File: src/rtl/ram32_8_ctrl.sv
// Request-side access controller for the 32x8 word RAM: single writes, burst
// fills and burst reads, with read words returned on a backpressured channel.
module ram32_8_ctrl #(
  parameter int WORDSIZE  = 8,
  parameter int ADDR_SIZE = 5
) (
  input  logic                 clk,
  input  logic                 rst,
  input  logic                 req_valid,
  output logic                 req_ready,
  input  logic [1:0]           req_op,
  input  logic [ADDR_SIZE-1:0] req_addr,
  input  logic [ADDR_SIZE-1:0] req_len,
  input  logic [WORDSIZE-1:0]  req_wdata,
  output logic                 rsp_valid,
  input  logic                 rsp_ready,
  output logic [WORDSIZE-1:0]  rsp_data,
  output logic                 rsp_last,
  output logic                 busy,
  output logic [ADDR_SIZE-1:0] ram_addr,
  output logic [WORDSIZE-1:0]  ram_data_in,
  output logic                 ram_write_en,
  input  logic [WORDSIZE-1:0]  ram_data_out
);

  typedef enum logic [1:0] {S_IDLE, S_WRITE, S_FILL, S_READ} state_t;

  localparam logic [1:0] OP_READ  = 2'b00;
  localparam logic [1:0] OP_WRITE = 2'b01;
  localparam logic [1:0] OP_FILL  = 2'b10;

  localparam logic [ADDR_SIZE:0]   CNT_ONE  = {{ADDR_SIZE{1'b0}}, 1'b1};
  localparam logic [ADDR_SIZE-1:0] ADDR_ONE = {{(ADDR_SIZE-1){1'b0}}, 1'b1};

  state_t                state_q, state_d;
  logic [ADDR_SIZE:0]    cnt_q, cnt_d;
  logic [ADDR_SIZE-1:0]  ram_addr_q, ram_addr_d;
  logic [WORDSIZE-1:0]   ram_data_in_q, ram_data_in_d;
  logic                  ram_write_en_q, ram_write_en_d;
  logic                  rsp_valid_q, rsp_valid_d;
  logic [WORDSIZE-1:0]   rsp_data_q, rsp_data_d;
  logic                  rsp_last_q, rsp_last_d;
  logic                  load;
  logic                  rsp_fire;

  assign req_ready    = (state_q == S_IDLE);
  assign busy         = !req_ready;
  assign ram_addr     = ram_addr_q;
  assign ram_data_in  = ram_data_in_q;
  assign ram_write_en = ram_write_en_q;
  assign rsp_valid    = rsp_valid_q;
  assign rsp_data     = rsp_data_q;
  assign rsp_last     = rsp_last_q;

  // A word is pulled from the RAM whenever the output slot is empty or being drained.
  assign load     = (state_q == S_READ) && (!rsp_valid_q || rsp_ready) && (cnt_q != '0);
  assign rsp_fire = rsp_valid_q && rsp_ready;

  always_comb begin
    // NOTE: every next-state signal defaults to its current value so no path leaves it unassigned (no latch).
    state_d        = state_q;
    cnt_d          = cnt_q;
    ram_addr_d     = ram_addr_q;
    ram_data_in_d  = ram_data_in_q;
    ram_write_en_d = ram_write_en_q;
    rsp_valid_d    = rsp_valid_q;
    rsp_data_d     = rsp_data_q;
    rsp_last_d     = rsp_last_q;

    unique case (state_q)
      S_IDLE: begin
        if (req_valid) begin
          unique case (req_op)
            OP_READ: begin
              ram_addr_d = req_addr;
              cnt_d      = {1'b0, req_len} + CNT_ONE;
              state_d    = S_READ;
            end
            OP_WRITE: begin
              ram_addr_d     = req_addr;
              ram_data_in_d  = req_wdata;
              ram_write_en_d = 1'b1;
              state_d        = S_WRITE;
            end
            OP_FILL: begin
              ram_addr_d     = req_addr;
              ram_data_in_d  = req_wdata;
              ram_write_en_d = 1'b1;
              cnt_d          = {1'b0, req_len} + CNT_ONE;
              state_d        = S_FILL;
            end
            default: ;  // reserved op is consumed with no effect
          endcase
        end
      end

      S_WRITE: begin
        ram_write_en_d = 1'b0;
        state_d        = S_IDLE;
      end

      S_FILL: begin
        if (cnt_q == CNT_ONE) begin
          ram_write_en_d = 1'b0;
          cnt_d          = '0;
          state_d        = S_IDLE;
        end else begin
          cnt_d      = cnt_q - CNT_ONE;
          ram_addr_d = ram_addr_q + ADDR_ONE;
        end
      end

      S_READ: begin
        if (load) begin
          rsp_data_d  = ram_data_out;
          rsp_valid_d = 1'b1;
          rsp_last_d  = (cnt_q == CNT_ONE);
          ram_addr_d  = ram_addr_q + ADDR_ONE;
          cnt_d       = cnt_q - CNT_ONE;
        end else if (rsp_fire) begin
          rsp_valid_d = 1'b0;
          rsp_last_d  = 1'b0;
        end
        if (rsp_fire && rsp_last_q) begin
          state_d = S_IDLE;
        end
      end

      default: state_d = S_IDLE;
    endcase
  end

  always_ff @(posedge clk or posedge rst) begin
    if (rst) begin
      state_q        <= S_IDLE;
      cnt_q          <= '0;
      ram_addr_q     <= '0;
      ram_data_in_q  <= '0;
      ram_write_en_q <= 1'b0;
      rsp_valid_q    <= 1'b0;
      rsp_data_q     <= '0;
      rsp_last_q     <= 1'b0;
    end else begin
      // NOTE: non-blocking assignments so every flop samples pre-edge values.
      state_q        <= state_d;
      cnt_q          <= cnt_d;
      ram_addr_q     <= ram_addr_d;
      ram_data_in_q  <= ram_data_in_d;
      ram_write_en_q <= ram_write_en_d;
      rsp_valid_q    <= rsp_valid_d;
      rsp_data_q     <= rsp_data_d;
      rsp_last_q     <= rsp_last_d;
    end
  end

endmodule

File: config.mk
export PLATFORM = sky130hd
export DESIGN_NAME = ram32_8_ctrl
export DESIGN_NICKNAME = d
export VERILOG_FILES = /design/src/rtl/ram32_8_ctrl.sv
export SDC_FILE = /design/constraint.sdc
export NUM_CORES = 1
export LEC_CHECK = 0
export ABC_CLOCK_PERIOD_IN_PS = 2200
export BUFFER_PORTS_ARGS = -buffer_cell sky130_fd_sc_hd__clkbuf_2
export CAP_MARGIN = 20
export CORE_MARGIN = 1
export CORE_UTILIZATION = 50
export CTS_CLUSTER_SIZE = 10
export DETAILED_ROUTE_END_ITERATION = 10
export PLACE_DENSITY_LB_ADDON = 0.2
export SLEW_MARGIN = 20
export SYNTH_ARGS = -nofsm -noshare
export SYNTH_HDL_FRONTEND = slang
export SYNTH_SLANG_ARGS = --single-unit
File: constraint.sdc
create_clock -name clk -period 2.2 [get_ports clk]
set_clock_uncertainty 0.2 [all_clocks]
set_input_delay 0.33 -clock clk [delete_from_list [all_inputs] [get_ports clk]]
set_output_delay 0.33 -clock clk [all_outputs]
set_load 0.01 [all_outputs]
==> impl_metrics.csv, run 1 <==
group,metric,value,unit
run_status,status,"completed",
sta,worst_pin_slew,456.8,ps
die,core,3363,µm²
synthesis,yosys-top-cells-area,"dfrtp_1 (45%), mux2_2 (10%), ha_1 (9.8%), a21oi_1 (3.9%), o21ai_0 (3.4%)",
drt,drtAntennaViolNets,0,
clock_tree,clock_sinks,32,
sta,setup_violations,0,
clock_tree,htree_levels,2,
power,leakage,1.096,nW
clock_tree,cts_resized,0,
critical_path,crit_type,"flop to flop",
power,cellPowerDensity,1438,nW/µm²
die,die_w,61.70,µm
synthesis,async_reset_ff_share,100.0,%
sta,max_freq,500.7,MHz
die,die_y,61.70,µm
sta,period_share,90.78,%
placement,port_buffers,57,
critical_path,path_cells,"inv_1 -> ha_1 -> a221oi_1 -> o211ai_1 -> buf_4 -> a211oi_1 -> a21oi_1",
synthesis,synth_flop_cell,"dfrtp_1",
synthesis,yosys.area.top_type,"dfrtp_1",
drt,wire_per_inst,12.33,µm
grt,grt_max_degree,33,
clock_tree,cts_buffers,5,
die,dieArea,3806,µm²
critical_path,required,2210,ps
placement,placed_cell_area,2147,µm²
clock_tree,clkSlewWorstSetupHoldPaths,90,ps
final_layout,syn2layout_area_growth,25.35,%
synthesis,synthTopCellsByCount,"dfrtp_1 (32), mux2_2 (16), a21oi_1 (14), ha_1 (14), nor2_1 (13)",
clock_tree,cts_root_buf,"clkbuf_4",
synthesis,yosysWarningCount,0,
synthesis,synth_edf_count,0,
synthesis,syn_nets,222,
clock_tree,clockBufferDepth,2,
final_layout,fin_area,2233,µm²
min_path,hp-class,"input port to flop",
flow_run,cap_viol_max_count,0,
synthesis,syn_area,1782,µm²
critical_path,critPathSlowestCell,"dfrtp_1",
drt,dr_total_vias,1528,
die,rows,21,
grt,grt_pass1_vias,1283,
final_layout,fillers,298,
grt,overflow,0,
sta,max_slew_margin,69.31,%
drt,drc,0,
final_layout,multi_input_comb_area,909.6,µm²
clock_tree,worstSkewPairLatency,330,ps
synthesis,synth_cell_type_count,37,
critical_path,critPathLaunchType,"flop",
drt,first_iter_violations,71,
critical_path,critical_path.max_fanout,12,
synthesis,synth_top_area_share,44.94,%
drt,drt_pass1_iterations,4,
critical_path,reg2reg_setup_slack,200,ps
synthesis,ys_seq_area_share,44.94,%
placement,dpl.hpwl,2737,µm
final_layout,fin_nets,288,
grt,antenna_found_initial,0,
grt,grt_usage,20.85,%
drt,viasPerCell,5.287,
synthesis,ys_ff_latch,32,
critical_path,endpoint_kind,"flop",
sta,hold_ws,24.95,ps
grt,grt_pass1_wl,5651,µm
sta,drv_slew,0,
critical_path,cp.arrival,2010,ps
critical_path,slowest_delay,420,ps
sta,rsz0062_at_grt,"no",
power,p_total,3.212,mW
die,start_util,52.98,%
clock_tree,cts_setup_buffers,0,
drt,wirelength,3563,µm
critical_path,critical-path-top-delay-family,"compound AO/OA/AOI/OAI gates",
sta,setup_tns,0,ps
final_layout,drive_gt1_share,38.27,%
sta,final_hold_viol_count,0,
final_layout,register_area,800.8,µm²
critical_path,cp_num_buf_inv,2,
final_layout,diodes,0,
placement,place.gp.congestion,0.8840,
synthesis,synthCells,176,
clock_tree,tritoncts,"yes",
sta,fin_crit,1997,ps
die,ios,58,
synthesis,avgSynthCellArea,10.12,µm²
synthesis,yosysMostFrequentCell,"dfrtp_1",
power,peakVddDrop,0.7575,mV
final_layout,utilization,66.41,%
## logic make-up (layout without fill, tap and decap cells)
family	count (synthesis)	in the layout	share of synthesized area, %
compound gates	42	42	14.40
xor+xnor	3	3	1.475
fa+ha+maj	14	14	9.832
buf+inv	17	84	4.003
flops	32	32	44.94
mux	18	18	11.24
simple gates	50	50	14.12
## metrics by stage
stage / cells / setup slack, ps
detailed placement: 280 / 229.3
global placement: 280 / 270.5
floorplan: 176 / 164.4
CTS: 289 / 193.5
global route: 289 / 24.24
finish: 289 / 202.9
## final timing paths
kind                       depth (start not counted)             from        endpoint
max                                                7       state_q[0]        cnt_q[1]
min                                                2  ram_data_out[6]     rsp_data[6]
max reg2reg                                        7       state_q[0]        cnt_q[1]
min reg2reg                                        1   ram_data_in[4]  ram_data_in[4]
max in group asynchronous                          4              rst        cnt_q[1]
min in group asynchronous                          4              rst  ram_data_in[1]
## placed cells by master, fill, tap and decap left out, types with 2 or more instances in the layout
| master | Yosys | layout |
|---|---|---|
| nor2_1 | 13 | 13 |
| nand2_1 | 12 | 12 |
| clkbuf_4 | 0 | 5 |
| o22ai_1 | 3 | 3 |
| o21ai_0 | 12 | 12 |
| a31oi_1 | 3 | 3 |
| buf_4 | 1 | 7 |
| mux2i_1 | 2 | 2 |
| a221oi_1 | 2 | 2 |
| mux2_2 | 16 | 16 |
| nor3_1 | 3 | 3 |
| inv_1 | 11 | 11 |
| ha_1 | 14 | 14 |
| clkbuf_2 | 0 | 57 |
| nand2b_1 | 5 | 5 |
| a21oi_1 | 14 | 14 |
| nand3_1 | 8 | 8 |
| dfrtp_1 | 32 | 32 |
| xnor2_1 | 2 | 2 |
## cell type report
cell class / instances / area share, %
Inverter: 11 / 1.849
Tap cell: 46 / 2.577
Clock buffer: 6 / 1.849
Clock inverter: 2 / 1.569
Sequential cell: 32 / 35.85
Timing Repair Buffer: 65 / 15.57
Multi-Input combinational cell: 127 / 40.73
## metal layers
metal	vias up	track usage (%)	share of wire, %
met1	715	27.98	45
met2	49	31.18	48
met5	-	0	0
met4	0	8.254	1.9
li1	756	-	-
met3	8	7.039	5.7
## power breakdown
part / internal (mW) / switching [mW] / leakage [nW]
Clock: 0.238 / 0.189 / 0.0422
Combinational: 0.769 / 0.894 / 0.676
Sequential: 0.888 / 0.233 / 0.377
## worst register-to-register path: stages (launching register included)
cell      delay [ps]
dfrtp_1          420
inv_1            100
ha_1             230
a221oi_1         300
o211ai_1         130
buf_4            190
a211oi_1         240
a21oi_1           70
## registers in the layout, summed over array words and instances, names as in the netlist
| signal | count |
|---|---|
| cnt_q | 6 |
| state_q | 2 |
| rsp_last | 1 |
| ram_write_en | 1 |
| ram_addr | 5 |
| ram_data_in | 8 |
| rsp_data | 8 |
| rsp_valid | 1 |
## timing repair
item / CTS / global route
hold buffers: 1 / 0
endpoints found under the hold margin: 32 / 0
endpoints found under the setup margin: 0 / 0
No activity file was read; power rests on OpenSTA's default activity.
==> run 2, diff against run 1 <==
--- a/config.mk
+++ b/config.mk
@@ -5,11 +5,11 @@
 export SDC_FILE = /design/constraint.sdc
 export NUM_CORES = 1
 export LEC_CHECK = 0
-export ABC_CLOCK_PERIOD_IN_PS = 2200
+export ABC_CLOCK_PERIOD_IN_PS = 1650
 export BUFFER_PORTS_ARGS = -buffer_cell sky130_fd_sc_hd__clkbuf_2
 export CAP_MARGIN = 20
 export CORE_MARGIN = 1
-export CORE_UTILIZATION = 50
+export CORE_UTILIZATION = 45
 export CTS_CLUSTER_SIZE = 10
 export DETAILED_ROUTE_END_ITERATION = 10
 export PLACE_DENSITY_LB_ADDON = 0.2
==> constraint.sdc (replaced) <==
create_clock -name clk -period 1.65 [get_ports clk]
set_clock_uncertainty 0.2 [all_clocks]
set_input_delay 0.2475 -clock clk [delete_from_list [all_inputs] [get_ports clk]]
set_output_delay 0.2475 -clock clk [all_outputs]
set_load 0.01 [all_outputs]
==> impl_metrics.csv, run 2 (same netlist as run 1, synthesis figures left out) <==
group,metric,value,unit
power,internal_power,3.292,mW
clock_tree,clkSlewWorstSetupHoldPaths,70,ps
sta,setup_ws,-364.8,ps
min_path,holdPathEnd,"ram_data_in[1]",
critical_path,critPathSlowestCell,"dfrtp_1",
die,core,3716,µm²
grt,met3_usage,5.282,%
critical_path,reg2reg_setup_slack,-360,ps
sta,fin_crit,2015,ps
final_layout,layout_common_cells,"clkbuf_2 (57), buf_4 (35), dfrtp_1 (31), dlygate4sd3_1 (17), nand2_1 (10)",
drt,viasPerCell,5.085,
placement,port_buffers,57,
power,comb_power_share,62.1,%
min_path,hp-class,"input port to flop",
drt,drtAntennaViolNets,0,
placement,place_inst,307,
sta,drv_slew,0,
critical_path,slowest_delay,420,ps
drt,drc,0,
flow_run,cap_viol_max_count,0,
sta,worst_pin_slew,507.8,ps
grt,grt_pass1_wl,7493,µm
power,cellPowerDensity,1953,nW/µm²
run_status,violations,"setup timing",
final_layout,layout.cells.non_filler,340,
critical_path,critPathLaunchType,"flop",
power,netSwitchingFraction,41.09,%
critical_path,critical_path.max_fanout,5,
sta,setup_violations,25,
sta,hold_ws,15.84,ps
placement,pre_cts_slack,-281.6,ps
clock_tree,clockBufferDepth,2,
final_layout,fillers,237,
sta,max_freq,496.3,MHz
grt,grt_usage,23.52,%
drt,wirelength,4779,µm
critical_path,path_cells,"inv_2 -> ha_4 -> a221oi_4 -> o211ai_1 -> buf_4 -> a211oi_2 -> a21oi_2",
die,rows,22,
critical_path,reg2reg_to,"cnt_q[1]",
die,ios,58,
die,die_y,64.93,µm
critical_path,reg2reg_from,"state_q[1]",
sta,rsz0062_at_grt,"yes",
sta,period_share,122.1,%
clock_tree,clock_sinks,32,
final_layout,fin_nets,337,
die,dieArea,4215,µm²
power,pwr-share-clk,10.9,%
clock_tree,tritoncts,"yes",
grt,grt_max_degree,33,
critical_path,required,1620,ps
clock_tree,cts_buffers,5,
power,switchingPower,2.296,mW
die,die_w,64.93,µm
grt,grt.busiest_layer,"met2",
critical_path,endpoint_kind,"flop",
drt,drt_pass1_iterations,4,
drt,wire_per_inst,14.06,µm
final_layout,syn2layout_area_growth,60.60,%
drt,dr_total_vias,1729,
grt,antenna_found_initial,0,
final_layout,drive_gt1_share,52.74,%
placement,place.gp.congestion,0.8143,
grt,overflow,0,
final_layout,diodes,0,
grt,grt_pass1_vias,1701,
min_path,hold_depth,2,
sta,final_hold_viol_count,0,
critical_path,worst-r2r-cell-count,7,
drt,first_iter_violations,126,
critical_path,cp.arrival,1990,ps
placement,placed_cell_area,2394,µm²
power,pwr-share-seq,27.1,%
critical_path,critical-path-top-delay-family,"compound AO/OA/AOI/OAI gates",
min_path,min_from,"req_wdata[1]",
critical_path,crit_type,"flop to flop",
power,peakVddDrop,1.157,mV
clock_tree,cts_root_buf,"clkbuf_8",
grt,gr-usage-met1,28.67,%
placement,dpl.hpwl,3193,µm
critical_path,cp_num_buf_inv,2,
power,leakage,1.389,nW
clock_tree,htree_levels,2,
run_status,status,"finished with violations",
clock_tree,worstSkewPairLatency,290,ps
die,start_util,47.95,%
final_layout,fin_area,2861,µm²
grt,gr-usage-met2,38.93,%
sta,max_slew_margin,66.00,%
final_layout,final_common_cell,"clkbuf_2",
power,p_total,5.588,mW
==> run 2: per-layer routing <==
layer  vias to the layer above  share of wire (%)
li1                        852                  -
met1                       792                 42
met2                        66                 49
met3                        19                4.7
met4                         0                3.5
met5                         -                  0
==> run 2: cell type report <==
class | instances | area, µm² | area share (%)
well taps | 48 | 60.06 | 2.099
inverters | 11 | 41.29 | 1.443
multi-input cells | 127 | 1096 | 38.30
flip-flops and latches | 32 | 802.0 | 28.03
clock buffers | 5 | 68.82 | 2.405
clock inverters | 3 | 18.77 | 0.6559
repair buffers | 114 | 774.5 | 27.07
==> run 2: worst max path at each step <==
stage          cells past startpoint  slack [ps]           to       start
4_1_cts                            7        -280     cnt_q[5]  state_q[0]
3_5_place_dp                       6        -280  ram_addr[1]  state_q[1]
3_3_place_gp                       6        -240  ram_addr[0]  state_q[1]
6_report                           7        -360     cnt_q[1]  state_q[1]
5_1_grt                            7        -470     cnt_q[1]  state_q[1]
2_1_floorplan                      8        -180     cnt_q[5]  state_q[0]
==> run 2: power by group through the flow <==
stage | sequential [mW] | clock, mW | combinational, mW
floorplan | 1.62 | 0 | 1.61
global placement | 1.49 | 0 | 2.78
detailed placement | 1.50 | 0 | 2.83
CTS | 1.49 | 0.617 | 3.13
global route | 1.57 | 0.651 | 3.77
finish | 1.51 | 0.606 | 3.47
==> run 2: worst reg2reg max path: stages, from the launching register on <==
cell	delay, ps
dfrtp_1	420
inv_2	80
ha_4	190
a221oi_4	300
o211ai_1	270
buf_4	220
a211oi_2	180
a21oi_2	50
==> run 2: per-stage QoR <==
step	TNS [ps]	utilization [%]
6_report	-4903	77.00
2_1_floorplan	-3263	-
3_5_place_dp	-5742	64.41
3_3_place_gp	-4693	64.41
5_1_grt	-7096	77.00
4_1_cts	-4517	73.60
==> run 2: what timing repair did <==
action,CTS,global route
hold buffers,16,1
pin swaps,6,7
resized for setup,18,22
buffers inserted,4,6
setup endpoints to repair,33,34
hold endpoints to repair,47,1
